--- src/rtl/alu_pipe_pkg.sv ---
// Shared types and helpers for the alu_pipe two-stage signed ALU.
// The saturating adder works at a fixed wide width so it can serve any OUT_W below MaxW.
package alu_pipe_pkg;

    typedef enum logic [2:0] {
        OP_ADD     = 3'b000,
        OP_SUB     = 3'b001,
        OP_MUL     = 3'b010,
        OP_MAC     = 3'b011,
        OP_MAX     = 3'b100,
        OP_MIN     = 3'b101,
        OP_ABSDIFF = 3'b110,
        OP_CLR     = 3'b111
    } op_e;

    localparam int unsigned MaxW = 128;

    typedef struct packed {
        logic                   sat;
        logic signed [MaxW-1:0] value;
    } sat_res_t;

    // acc and prod arrive sign-extended from out_w bits; the wide sum cannot wrap.
    function automatic sat_res_t sat_add(input logic signed [MaxW-1:0] acc,
                                         input logic signed [MaxW-1:0] prod,
                                         input int unsigned            out_w);
        logic signed [MaxW-1:0] sum;
        logic signed [MaxW-1:0] hi;
        logic signed [MaxW-1:0] lim;
        sat_res_t               res;
        sum = acc + prod;
        hi  = sum >>> (out_w - 1);
        lim = {MaxW{1'b1}} << (out_w - 1);
        res.sat = (hi != '0) && (hi != '1);
        if (!res.sat) begin
            res.value = sum;
        end else if (sum[MaxW-1]) begin
            res.value = lim;
        end else begin
            res.value = ~lim;
        end
        return res;
    endfunction

endpackage

--- src/rtl/alu_pipe_if.sv ---
// Operand-side and result-side valid/ready handshake of alu_pipe.
// slave is the ALU's view; master is the driver/consumer view.
interface alu_pipe_if #(
    parameter int unsigned DATA_W = 8,
    parameter int unsigned OUT_W  = 2 * DATA_W
);
    logic                     valid_i;
    logic                     ready_o;
    logic signed [DATA_W-1:0] data_a_i;
    logic signed [DATA_W-1:0] data_b_i;
    logic [2:0]               inst_i;
    logic                     valid_o;
    logic                     ready_i;
    logic signed [OUT_W-1:0]  data_o;
    logic                     sat_o;

    modport slave (
        input  valid_i, data_a_i, data_b_i, inst_i, ready_i,
        output ready_o, valid_o, data_o, sat_o
    );

    modport master (
        output valid_i, data_a_i, data_b_i, inst_i, ready_i,
        input  ready_o, valid_o, data_o, sat_o
    );
endinterface

--- src/rtl/alu_pipe_mac.sv ---
// Saturating multiply-accumulate register for alu_pipe.
// acc_o is the current value; mac_o/sat_o give the would-be MAC result this cycle.
module alu_pipe_mac
    import alu_pipe_pkg::*;
#(
    parameter int unsigned OUT_W = 16
) (
    input  logic                    clk_p_i,
    input  logic                    reset_p_i,
    input  logic                    mac_en_i,
    input  logic                    clr_en_i,
    input  logic signed [OUT_W-1:0] prod_i,
    output logic signed [OUT_W-1:0] acc_o,
    output logic signed [OUT_W-1:0] mac_o,
    output logic                    sat_o
);
    logic signed [OUT_W-1:0] acc_q, acc_d;
    sat_res_t                res;
    logic                    unused_hi;

    always_comb begin
        res = sat_add({{(MaxW - OUT_W){acc_q[OUT_W-1]}}, acc_q},
                      {{(MaxW - OUT_W){prod_i[OUT_W-1]}}, prod_i}, OUT_W);
        acc_d = acc_q;
        if (mac_en_i) begin
            acc_d = res.value[OUT_W-1:0];
        end else if (clr_en_i) begin
            acc_d = '0;
        end
    end

    assign unused_hi = ^res.value[MaxW-1:OUT_W];
    assign acc_o     = acc_q;
    assign mac_o     = res.value[OUT_W-1:0];
    assign sat_o     = res.sat;

    always_ff @(posedge clk_p_i or posedge reset_p_i) begin
        if (reset_p_i) begin
            acc_q <= '0;
        end else begin
            acc_q <= acc_d;
        end
    end
endmodule

--- src/rtl/alu_pipe.sv ---
// Two-stage pipelined signed ALU: S1 registers the operation, S2 computes and
// registers the result. Stalls propagate backwards from the result handshake.
module alu_pipe
    import alu_pipe_pkg::*;
#(
    parameter int unsigned DATA_W = 8,
    parameter int unsigned OUT_W  = 2 * DATA_W
) (
    input logic       clk_p_i,
    input logic       reset_p_i,
    alu_pipe_if.slave bus
);
    logic                     adv1, adv2, commit;
    logic                     s1_valid_q, s1_valid_d;
    op_e                      s1_inst_q, s1_inst_d;
    logic signed [DATA_W-1:0] s1_a_q, s1_a_d, s1_b_q, s1_b_d;
    logic                     s2_valid_q, s2_valid_d, s2_sat_q, s2_sat_d;
    logic signed [OUT_W-1:0]  s2_data_q, s2_data_d;
    logic signed [OUT_W-1:0]  a_ext, b_ext, prod, diff, acc_old, acc_mac, result;
    logic                     mac_sat, result_sat;

    assign adv2   = !s2_valid_q || bus.ready_i;
    assign adv1   = !s1_valid_q || adv2;
    assign commit = s1_valid_q && adv2;

    always_comb begin
        s1_valid_d = s1_valid_q;
        s1_inst_d  = s1_inst_q;
        s1_a_d     = s1_a_q;
        s1_b_d     = s1_b_q;
        if (adv1) begin
            s1_valid_d = bus.valid_i;
            if (bus.valid_i) begin
                s1_inst_d = op_e'(bus.inst_i);
                s1_a_d    = bus.data_a_i;
                s1_b_d    = bus.data_b_i;
            end
        end
    end

    assign a_ext = {{(OUT_W - DATA_W){s1_a_q[DATA_W-1]}}, s1_a_q};
    assign b_ext = {{(OUT_W - DATA_W){s1_b_q[DATA_W-1]}}, s1_b_q};
    assign prod  = a_ext * b_ext;
    assign diff  = a_ext - b_ext;

    // Accumulator only moves when its MAC/CLR leaves S1, so a stall never double-commits.
    alu_pipe_mac #(
        .OUT_W(OUT_W)
    ) u_mac (
        .clk_p_i  (clk_p_i),
        .reset_p_i(reset_p_i),
        .mac_en_i (commit && (s1_inst_q == OP_MAC)),
        .clr_en_i (commit && (s1_inst_q == OP_CLR)),
        .prod_i   (prod),
        .acc_o    (acc_old),
        .mac_o    (acc_mac),
        .sat_o    (mac_sat)
    );

    always_comb begin
        result     = '0;
        result_sat = 1'b0;
        case (s1_inst_q)
            OP_ADD:     result = a_ext + b_ext;
            OP_SUB:     result = diff;
            OP_MUL:     result = prod;
            OP_MAC: begin
                result     = acc_mac;
                result_sat = mac_sat;
            end
            OP_MAX:     result = (a_ext > b_ext) ? a_ext : b_ext;
            OP_MIN:     result = (a_ext < b_ext) ? a_ext : b_ext;
            OP_ABSDIFF: result = diff[OUT_W-1] ? -diff : diff;
            OP_CLR:     result = acc_old;
            default:    result = '0;
        endcase
    end

    always_comb begin
        s2_valid_d = s2_valid_q;
        s2_data_d  = s2_data_q;
        s2_sat_d   = s2_sat_q;
        if (adv2) begin
            s2_valid_d = s1_valid_q;
            if (s1_valid_q) begin
                s2_data_d = result;
                s2_sat_d  = result_sat;
            end
        end
    end

    always_ff @(posedge clk_p_i or posedge reset_p_i) begin
        if (reset_p_i) begin
            s1_valid_q <= 1'b0;
            s1_inst_q  <= OP_ADD;
            s1_a_q     <= '0;
            s1_b_q     <= '0;
            s2_valid_q <= 1'b0;
            s2_data_q  <= '0;
            s2_sat_q   <= 1'b0;
        end else begin
            s1_valid_q <= s1_valid_d;
            s1_inst_q  <= s1_inst_d;
            s1_a_q     <= s1_a_d;
            s1_b_q     <= s1_b_d;
            s2_valid_q <= s2_valid_d;
            s2_data_q  <= s2_data_d;
            s2_sat_q   <= s2_sat_d;
        end
    end

    assign bus.ready_o = adv1;
    assign bus.valid_o = s2_valid_q;
    assign bus.data_o  = s2_data_q;
    assign bus.sat_o   = s2_sat_q;
endmodule

--- src/flat_wrapper.sv ---
// flat-port wrapper written by rule: the top's interface ports become plain ports
module alu_pipe_flat import alu_pipe_pkg::*;
#(
    parameter int unsigned DATA_W = 8,
    parameter int unsigned OUT_W  = 2 * DATA_W
)
  (clk_p_i, reset_p_i, bus_valid_i, bus_data_a_i, bus_data_b_i, bus_inst_i, bus_ready_i, bus_ready_o, bus_valid_o, bus_data_o, bus_sat_o);
  alu_pipe_if #(.DATA_W(DATA_W), .OUT_W(OUT_W)) bus_i ();
  input logic clk_p_i;
  input logic reset_p_i;
  input wire logic [$bits(bus_i.valid_i)-1:0] bus_valid_i;
  input wire logic [$bits(bus_i.data_a_i)-1:0] bus_data_a_i;
  input wire logic [$bits(bus_i.data_b_i)-1:0] bus_data_b_i;
  input wire logic [$bits(bus_i.inst_i)-1:0] bus_inst_i;
  input wire logic [$bits(bus_i.ready_i)-1:0] bus_ready_i;
  output wire logic [$bits(bus_i.ready_o)-1:0] bus_ready_o;
  output wire logic [$bits(bus_i.valid_o)-1:0] bus_valid_o;
  output wire logic [$bits(bus_i.data_o)-1:0] bus_data_o;
  output wire logic [$bits(bus_i.sat_o)-1:0] bus_sat_o;
  assign bus_i.valid_i = bus_valid_i;
  assign bus_i.data_a_i = bus_data_a_i;
  assign bus_i.data_b_i = bus_data_b_i;
  assign bus_i.inst_i = bus_inst_i;
  assign bus_i.ready_i = bus_ready_i;
  assign bus_ready_o = bus_i.ready_o;
  assign bus_valid_o = bus_i.valid_o;
  assign bus_data_o = bus_i.data_o;
  assign bus_sat_o = bus_i.sat_o;
  alu_pipe #(.DATA_W(DATA_W), .OUT_W(OUT_W)) u_core (.clk_p_i(clk_p_i), .reset_p_i(reset_p_i), .bus(bus_i));
endmodule
--- config.mk ---
export PLATFORM = sky130hd
export DESIGN_NAME = alu_pipe_flat
export DESIGN_NICKNAME = d
export VERILOG_FILES = /design/src/rtl/alu_pipe_pkg.sv /design/src/rtl/alu_pipe_if.sv /design/src/rtl/alu_pipe_mac.sv /design/src/rtl/alu_pipe.sv /design/src/flat_wrapper.sv
export SDC_FILE = /design/constraint.sdc
export NUM_CORES = 1
export LEC_CHECK = 0
export BUFFER_PORTS_ARGS = -buffer_cell sky130_fd_sc_hd__clkbuf_2
export CAP_MARGIN = 20
export CORE_UTILIZATION = 63
export DETAILED_ROUTE_END_ITERATION = 8
export PLACE_DENSITY_LB_ADDON = 0.12
export SLEW_MARGIN = 5
export SYNTH_ARGS = -nofsm -noshare
export SYNTH_HDL_FRONTEND = slang
export SYNTH_SLANG_ARGS = --single-unit
--- constraint.sdc ---
create_clock -name clk_p_i -period 7.7 [get_ports clk_p_i]
set_clock_uncertainty 0.15 [all_clocks]
set_input_delay 0.77 -clock clk_p_i [delete_from_list [all_inputs] [get_ports clk_p_i]]
set_output_delay 0.77 -clock clk_p_i [all_outputs]
set_load 0.01 [all_outputs]
# == Word-level counts from Yosys, hierarchy flattened ==
# Cells that the tools add are included.
# op_classes
n_mul,1
n_mux,9
n_addsub,4
reduce_logical,13
n_eq_ne,8
n_lt_le_gt_ge,2
# ops
cell,count
$ne A128 B128 Y1 const B,1
$pmux W16 S8,1
$reduce_bool A128 Y1,1
$mux W16,7
$add A16 B16 Y17,1
$mul A8 B8 Y16,1
$neg A16 Y16,1
$eq A3 B3 Y1 const B,4
$add A8 B8 Y9,1
$sub A8 B8 Y9,1
$gt A8 B8 Y1,1
$lt A8 B8 Y1,1
$eq A3 B2 Y1 const B,2
$logic_and A1 B1 Y1,4
$reduce_and A2 Y1,2
$eq A3 B1 Y1 const B,1
$logic_not A3 Y1,1
$logic_not A1 Y1,2
$logic_or A1 B1 Y1,2
$reduce_bool A2 Y1,1
$mux W1,1
# totals
output_inout_bits,19
ff_bits,54
wordCells,45

# == Depth between registers and ports, before layout ==
# Gate-level depths: netlist of run 1.
# depth
depth_word,6
depth_mapped,28

# == Cells and area by module ==
# From an unflattened synthesis of run 1, not the netlist that was laid out.
# hier_totals
cells_unflattened,862
hier_area_um2,7343.3
# modules_own_cells
mod,cells_per_inst,n_inst,area_per_inst_um2
alu_pipe,684,1,5736.8
alu_pipe_mac,178,1,1606.5

# == Worst setup path after synthesis of run 1 ==
# OpenSTA, ideal clock, no wires.
# synth_path
kind,register to register
start,register u_core.s1_b_q[2]
end,"register u_core.s2_data_q[0], in the netlist u_core.bus.data_o[0]"
period_less_slack_ps,6239
arrival_ps,5963
path_stages_with_launch,27
setup_slack_ps,1461
path_cell_list,dfrtp_1 -> clkbuf_1 -> nand2_1 -> inv_1 -> fa_1 -> inv_1 -> fa_1 -> inv_1 -> fa_1 -> inv_1 -> fa_1 -> inv_1 -> ha_1 -> o2111ai_1 -> a21o_1 -> nand3b_1 -> xor2_1 -> ha_1 -> clkbuf_1 -> a21o_1 -> a21oi_1 -> o21ai_1 -> or3b_1 -> nor3_1 -> a21oi_1 -> a31o_1 -> o32a_1
# synth_via
elab_chain_len,6
# synth_rtl
element,line_no,text
"start, declared",alu_pipe.sv:16,"logic signed [DATA_W-1:0] s1_a_q, s1_a_d, s1_b_q, s1_b_d;"
"start signal, assigned",alu_pipe.sv:97,s1_b_q <= '0;
"start signal, assigned",alu_pipe.sv:105,s1_b_q <= s1_b_d;
$mul A8 B8 Y16,alu_pipe.sv:43,assign prod = a_ext * b_ext;
$add A16 B16 Y17,alu_pipe_pkg.sv:31,sum = acc + prod;
$ne A128 B128 Y1 / $reduce_bool A128 Y1 (equally long branches),alu_pipe_pkg.sv:34,res.sat = (hi != '0) && (hi != '1);
$logic_and A1 B1 Y1,alu_pipe_pkg.sv:34,
$mux W16,alu_pipe_pkg.sv:35,if (!res.sat) begin
$pmux W16 S8 *,alu_pipe.sv:63,case (s1_inst_q)
"end signal, assigned",alu_pipe.sv:107,s2_data_q <= s2_data_d;
"end, declared",alu_pipe.sv:18,"logic signed [OUT_W-1:0] s2_data_q, s2_data_d;"
# Mark *: on every way between the ends. The rest lies on a longest branch, timed or not.
# A chain may end at the register's enable or synchronous reset.

# == Worst setup path after layout of run 1 ==
# layout_path
start,register u_core.s1_a_q[3]
end,"register u_core.s2_data_q[0], in the netlist u_core.bus.data_o[0]"
# layout_via
elab_chain_len,6
# layout_rtl
element,line_no,text
"start, declared",alu_pipe.sv:16,
"start signal, assigned",alu_pipe.sv:96,s1_a_q <= '0;
"start signal, assigned",alu_pipe.sv:104,s1_a_q <= s1_a_d;
$mul A8 B8 Y16,alu_pipe.sv:43,
$add A16 B16 Y17,alu_pipe_pkg.sv:31,
$ne A128 B128 Y1 / $reduce_bool A128 Y1 (equally long branches),alu_pipe_pkg.sv:34,
$logic_and A1 B1 Y1,alu_pipe_pkg.sv:34,
$mux W16,alu_pipe_pkg.sv:35,
$pmux W16 S8 *,alu_pipe.sv:63,
# Marks and branches as above.

==> results of run 1 <==
## state kept, by name, summed over array words and instances, names as in the netlist
name,count
u_core.bus.data_o,16
u_core.bus.sat_o,1
u_core.bus.valid_o,1
u_core.s1_a_q,8
u_core.s1_b_q,8
u_core.s1_inst_q,3
u_core.s1_valid_q,1
u_core.u_mac.acc_o,16
## critical path, stage by stage, from the launching register on
cell	delay, ns
dfrtp_1	0.62
ha_1	0.31
inv_1	0.08
fa_1	0.40
fa_1	0.54
inv_1	0.05
fa_1	0.47
inv_1	0.05
fa_1	0.53
inv_1	0.05
ha_1	0.37
nand3_1	0.12
o2111a_1	0.29
o21ai_0	0.21
a21oi_1	0.11
xnor2_1	0.22
ha_1	0.33
a21o_1	0.18
a31oi_1	0.33
o21ai_1	0.15
or3b_1	0.40
nor3_1	0.14
a21oi_1	0.06
buf_4	0.23
a31o_1	0.26
o32a_1	0.34
## cell type report
cell class,instances,area [µm²],share of cell area [%]
multi-input cells,608,5017,68.31
inverters,121,454.2,6.184
flip-flops and latches,54,1351,18.40
clock buffers,5,68.82,0.9370
well taps,136,170.2,2.317
clock inverters,3,47.55,0.6474
repair buffers,45,235.2,3.203
## cells in the final DEF (no fill, tap or decap), drive strengths merged, types with 4 or more instances in the layout
cell     count
ha          64
dfrtp       54
o22ai        8
a21o         7
o31ai        5
nor2b        6
nor2        57
o21ai       37
o2111ai      6
mux2i       10
xor2         9
o211ai       7
inv        120
mux2        19
nand2       76
nand3       21
or3          6
nor3        11
a22o         8
a21oi       46
and2        19
o21a         8
buf          4
xnor2       34
nand2b       7
a211oi       4
fa          58
and3         4
or2          4
a31oi       17
clkbuf      46
## metrics by stage
step | hold slack (ns) | std cells
final | 0.3585 | 972
after detailed placement | 0.3405 | 964
after floorplan | 0.3211 | 814
after CTS | 0.3666 | 972
after global placement | 0.3137 | 964
after global routing | 0.3889 | 972
## kinds of logic (layout without fill, tap and decap cells)
logic type / count (synthesis) / in the layout / synth area share, %
simple gates: 225 / 225 / 15.44
mux: 29 / 29 / 4.518
flops: 54 / 54 / 19.44
xor+xnor: 43 / 43 / 5.418
fa+ha+maj: 122 / 122 / 28.22
buf+inv: 152 / 174 / 8.387
compound gates: 189 / 189 / 18.58
## per-layer routing
layer  share of wire [%]  wire length [µm]
met1                  41              8024
met2                  46              8893
met3                 9.2              1778
met4                 3.6               707
met5                   0                 0
## worst max-delay path by stage
| stage | startpoint | end | slack, ns |
|---|---|---|---|
| 3_3_place_gp | u_core.s1_a_q[1]$_DFFE_PP0P_ | u_core.bus.data_o[0]$_DFFE_PP0P_ | 0.89 |
| 5_1_grt | u_core.s1_a_q[3]$_DFFE_PP0P_ | u_core.bus.data_o[0]$_DFFE_PP0P_ | 0.28 |
| 3_5_place_dp | u_core.s1_a_q[3]$_DFFE_PP0P_ | u_core.bus.data_o[0]$_DFFE_PP0P_ | 0.70 |
| 6_report | u_core.s1_a_q[3]$_DFFE_PP0P_ | u_core.bus.data_o[0]$_DFFE_PP0P_ | 0.61 |
| 2_1_floorplan | u_core.s1_b_q[2]$_DFFE_PP0P_ | u_core.bus.data_o[0]$_DFFE_PP0P_ | 1.46 |
| 4_1_cts | u_core.s1_a_q[3]$_DFFE_PP0P_ | u_core.bus.data_o[0]$_DFFE_PP0P_ | 0.68 |
==> run summary, run 1 <==
===========================================================================
Count of flip-flops with a built-in enable after synthesis                0
Area inside the core boundary                                   0.01051 mm²
Most Crowded Layer GR                                                  met2
Clock root buffer master                                           clkbuf_8
Initial DRC count                                                       523
Critical Path Fanout Max                                                 21
Area of the mapped netlist                                     0.006952 mm²
Area added between synthesis and finish                              5.651%
Synthesized instance count                                              814
Initial standard-cell utilization of the core                        66.15%
Critical path start-end classification                         register to register
Final Hold Fails                                                          0
Rows                                                                     37
Library cells used by synthesis                                          70
Total grt overflow                                                        0
Filler cell count                                                       861
Length of the first detailed-routing pass in iterations                   6
Hold buffer count at CTS                                                  0
Worst-margin pin slew                                              1.018 ns
Worst-case headroom to the max-slew limit                            31.90%
Final setup margin                                                0.6078 ns
Total routing resource utilization after global routing              36.04%
Antenna violations before repair                                          0
Max Cap Viol                                                              0
Die Outline Area                                                0.01146 mm²
Final core area utilization                                          69.89%
Destination of the worst register-to-register timing path      u_core.bus.data_o[0]$_DFFE_PP0P_
Share of the synthesized area in the top cell type                   19.44%
Share of cells above drive strength 1                                10.29%
CTS tree                                                                yes
GR met1 Demand/Resource                                              48.42%
Unrepaired setup endpoints after global routing                       false
Vertical die dimension                                             107.0 µm
Met2 demand-to-capacity share in global routing                      57.47%
CTS sink cnt                                                             54
Final worst-path cycle share                                         92.11%
Post-Synthesis Net Count                                                959
Instance count along the most critical hold path                          2
Status                                                         finished, final reports clean
Worst R2R Path Depth                                                     25
Detailed Place HPWL                                                15400 µm
Worst Hold Path EP                                             u_core.bus.sat_o$_DFFE_PP0P_
Post-CTS Setup Bufs                                                       0
Clock Tree Buf Depth                                                      2
Antenna violation net count after detailed routing                        0
Average wire per cell in the routed design                         19.96 µm
Number of buffers inserted during clock tree synthesis                    5
Port Buffer Count                                                        41
Worst-path clk slew                                                 0.12 ns
Setup TNS                                                              0 ns
Ports placed on the boundary                                             42
Most used flip-flop cell after synthesis                            dfrtp_1
Post-CTS Resized                                                          0
Class of the worst hold path                                   register to register
Largest cells by area after synthesis                          dfrtp_1 19%, fa_1 17%, ha_1 12%
Routed wire length                                                 19400 µm
Crit start category                                                register
Die extent in x                                                    107.0 µm
Post-place setup slack                                            0.7012 ns
Worst reg2reg setup slack                                           0.61 ns
Met3 Resource Use GR                                                 6.930%
Number of global-route vias before repair                              6107
Share of flip-flops with an asynchronous set or reset                100.0%
Placement-stage cell area                                      0.007228 mm²
Required time at the endpoint of the critical path                  7.79 ns
Maximum number of pins on one net before global-route repair             55
Max-slew violations                                                       0
Final RePlAce weighted congestion                                    0.9980
Maximum level of the CTS H-tree                                           2
# setup viols final                                                       0
Sequential fraction of the synthesis area                            19.44%
Vias                                                                   6122
Yosys warning count                                                       0
Origin of the critical flop-to-flop path                       u_core.s1_a_q[3]$_DFFE_PP0P_
Wire length of the first global-routing pass                       31620 µm
Via/cell ratio                                                        6.298
Crit path capture type                                             register
Highest achievable clock rate                                    0.1410 GHz
Top cell type by total area after synthesis                         dfrtp_1
Design Area, Final                                             0.007345 mm²
Number of design rule violations left after detail routing                0
Worst-skew pair later-pin latency                                   0.34 ns
Total Nets Final                                                        980
Total of flip-flops plus latches after synthesis                         54
Hold path start                                                u_core.bus.sat_o$_DFFE_PP0P_
Most frequent cells after synthesis                            119 x inv_1, 76 x nand2_1, 64 x ha_1, 58 x fa_1, 56 x nor2_1
Cell with the most instances after synthesis                          inv_1
Diodes inserted                                                           0
Min Clock Period, post-route                                       7.092 ns
Mean Syn Cell Area                                                8.540 µm²
Arrival time reported for the critical path endpoint                7.18 ns
===========================================================================
Power of run 1 is left out: the tool's default activity adds up to more than one toggle a clock period on the data nets, which glitch-free logic cannot reach.
==> inputs of run 2 (changes only) <==
--- a/config.mk
+++ b/config.mk
@@ -5,9 +5,10 @@
 export SDC_FILE = /design/constraint.sdc
 export NUM_CORES = 1
 export LEC_CHECK = 0
+export ABC_AREA = 1
 export BUFFER_PORTS_ARGS = -buffer_cell sky130_fd_sc_hd__clkbuf_2
 export CAP_MARGIN = 20
-export CORE_UTILIZATION = 63
+export CORE_UTILIZATION = 64
 export DETAILED_ROUTE_END_ITERATION = 8
 export PLACE_DENSITY_LB_ADDON = 0.12
 export SLEW_MARGIN = 5
==> run 2 against run 1 <==
Via count rose by 17%. Critical path depth rose by 4. Largest cell class unchanged. Highest routed layer unchanged. Critical endpoint is now u_core.bus.data_o[6]$_DFFE_PP0P_. Critical path type unchanged. Synthesized area rose by 8.8%.
==> run summary, run 2 <==
====================================================================================
Status                                                                  finished, final reports clean
Vias                                                                            7185
Diodes inserted                                                                    0
Total Nets Final                                                                1292
Post-Synthesis Net Count                                                        1271
Synth Area in Adders                                                          25.94%
Area added between synthesis and finish                                       5.857%
Yosys warning count                                                                0
Library cells used by synthesis                                                   42
Worst-skew pair later-pin latency                                            0.31 ns
Die Outline Area                                                         0.01225 mm²
Largest cells by area after synthesis                                   dfrtp_1 18%, fa_1 15%, nand2_1 15%
Vertical die dimension                                                      110.7 µm
Crit-path max cell delay                                                     0.54 ns
Ports placed on the boundary                                                      42
Routed wire length                                                          20660 µm
Required time at the endpoint of the critical path                           7.73 ns
Highest achievable clock rate                                             0.1493 GHz
Share of cells above drive strength 1                                         7.578%
Max Cap Viol                                                                       0
Worst-path clk slew                                                          0.08 ns
Most frequent cells after synthesis                                     298 x nand2_1, 234 x inv_1, 89 x nor2_1, 65 x nand3_1, 64 x ha_1
CTS sink cnt                                                                      54
Number of global-route vias before repair                                       7028
Share of the synthesized area in the top cell type                            17.87%
Commonest non-fill, non-tap cells in the layout                         298 x nand2_1, 233 x inv_1, 89 x nor2_1
Total of flip-flops plus latches after synthesis                                  54
Crit path capture type                                                      register
Top cell type by total area after synthesis                                  dfrtp_1
Rows                                                                              39
Max-slew violations                                                                0
Filler cell count                                                               1049
Post-CTS Setup Bufs                                                                0
Count of flip-flops with a built-in enable after synthesis                         0
Combinational family with the most area after synthesis                 simple AND/OR/NAND/NOR gates
Hold buffer count at CTS                                                           0
Min Clock Period, post-route                                                6.698 ns
Post-synthesis mux area share                                                     0%
Port Buffer Count                                                                 41
Cell with the most instances after synthesis                                 nand2_1
Sequential fraction of the synthesis area                                     17.87%
Wire length of the first global-routing pass                                34490 µm
Worst-case headroom to the max-slew limit                                     25.28%
Synthesized instance count                                                      1126
Class of the worst hold path                                            register to register
Antenna violation net count after detailed routing                                 0
Arrival time reported for the critical path endpoint                         6.73 ns
Total routing resource utilization after global routing                       35.57%
Antenna violations before repair                                                   0
Maximum level of the CTS H-tree                                                    2
Die extent in x                                                             110.7 µm
Maximum number of pins on one net before global-route repair                      55
Average wire per cell in the routed design                                  16.00 µm
Final Hold Fails                                                                   0
Initial DRC count                                                                630
Synth Area in Simple Gates                                                    29.04%
Mean Syn Cell Area                                                         6.716 µm²
Clock root buffer master                                                   clkbuf_16
Critical Path Fanout Max                                                          14
Number of buffers inserted during clock tree synthesis                             5
Detailed Place HPWL                                                         16810 µm
Unrepaired setup endpoints after global routing                                false
Most common library cell in the layout ignoring fill and taps                nand2_1
# setup viols final                                                                0
CTS tree                                                                         yes
Worst-margin pin slew                                                       1.112 ns
Share of flip-flops with an asynchronous set or reset                         100.0%
Total grt overflow                                                                 0
Initial standard-cell utilization of the core                                 65.95%
CP max stage cell                                                               fa_1
Setup TNS                                                                       0 ns
Clock Tree Buf Depth                                                               2
Final worst-path cycle share                                                  86.98%
Via/cell ratio                                                                 5.565
Length of the first detailed-routing pass in iterations                            5
Critical path start-end classification                                  register to register
Area of the mapped netlist                                              0.007562 mm²
Fraction of the mapped netlist area in compound gates                         10.89%
Combined area of the multi-input logic cells                            0.005165 mm²
Area occupied by registers                                              0.001351 mm²
Final RePlAce weighted congestion                                             0.9702
Number of design rule violations left after detail routing                         0
Crit start category                                                         register
Most used flip-flop cell after synthesis                                     dfrtp_1
Post-CTS Resized                                                                   0
Parity-gate share of the synthesized area counting xor and xnor cells         2.432%
Area inside the core boundary                                            0.01147 mm²
====================================================================================
run 2: changes by cell type after synthesis, sizes merged, moves of 8 or more:
| cell | change |
|---|---|
| a21oi | +15 |
| a31oi | -15 |
| and2 | -15 |
| inv | +118 |
| mux2 | -19 |
| mux2i | -10 |
| nand2 | +230 |
| nand3 | +48 |
| nand3b | +8 |
| nand4 | +10 |
| nor2 | +34 |
| o21ai | +16 |
| xnor2 | -23 |
run 2: worst max-delay path, delay by kind of cell (launching register included):
kind / cells / cell delay [ns]
buf+inv: 3 / 0.44
flops: 1 / 0.48
simple gates: 17 / 2.01
fa+ha+maj: 6 / 2.73
compound gates: 3 / 0.74
run 2: worst paths after layout:
check | slack, ns | cells after the start | to | startpoint
worst max-delay path | 1.00 | 29 | u_core.bus.data_o[6]$_DFFE_PP0P_ | u_core.s1_b_q[7]$_DFFE_PP0P_
worst min-delay path | 0.34 | 2 | u_core.bus.data_o[3]$_DFFE_PP0P_ | u_core.bus.data_o[3]$_DFFE_PP0P_
worst max register to register | 1.00 | 29 | u_core.bus.data_o[6]$_DFFE_PP0P_ | u_core.s1_b_q[7]$_DFFE_PP0P_
worst min register to register | 0.34 | 2 | u_core.bus.data_o[3]$_DFFE_PP0P_ | u_core.bus.data_o[3]$_DFFE_PP0P_
max in group asynchronous | 6.44 | 3 | u_core.s1_b_q[4]$_DFFE_PP0P_ | reset_p_i
min in group asynchronous | 0.48 | 3 | u_core.s1_inst_q[2]$_DFFE_PP0P_ | reset_p_i
run 2: cell type report:
cell class                 count  area share [%]
multi-input combinational    801           64.52
sequential                    54           16.88
inverter                     240           11.25
timing repair buffer          45           2.938
tap                          143           2.235
clock buffer                   5           1.563
clock inverter                 3          0.6096
run 2: metrics by stage:
stage,cells,cell area (µm²),setup WS [ns],hold slack (ns),utilization (%)
5_1_grt,1291,8005,0.5380,0.3636,69.81
6_report,1291,8005,1.002,0.3388,69.81
4_1_cts,1290,7998,1.082,0.3381,69.74
3_3_place_gp,1282,7824,1.103,0.3182,68.23
2_1_floorplan,1126,7562,1.788,0.3272,-
3_5_place_dp,1282,7824,1.091,0.3186,68.23
run 2: cells by family after synthesis:
| kind of cell | Yosys count |
|---|---|
| AO/OA/AOI/OAI | 146 |
| AND/OR/NAND/NOR | 512 |
| adder cells (fa/ha/maj) | 122 |
| buffers and inverters | 271 |
| XOR/XNOR | 21 |
| flip-flops | 54 |
run 2: metal layers:
metal	vias up	track usage [%]	wire length, µm
met2	282	58.18	9556
met1	3329	47.87	8735
met4	0	13.69	773
li1	3526	-	-
met5	-	0	0
met3	48	5.085	1592
Power of run 2 is left out for the same reason.
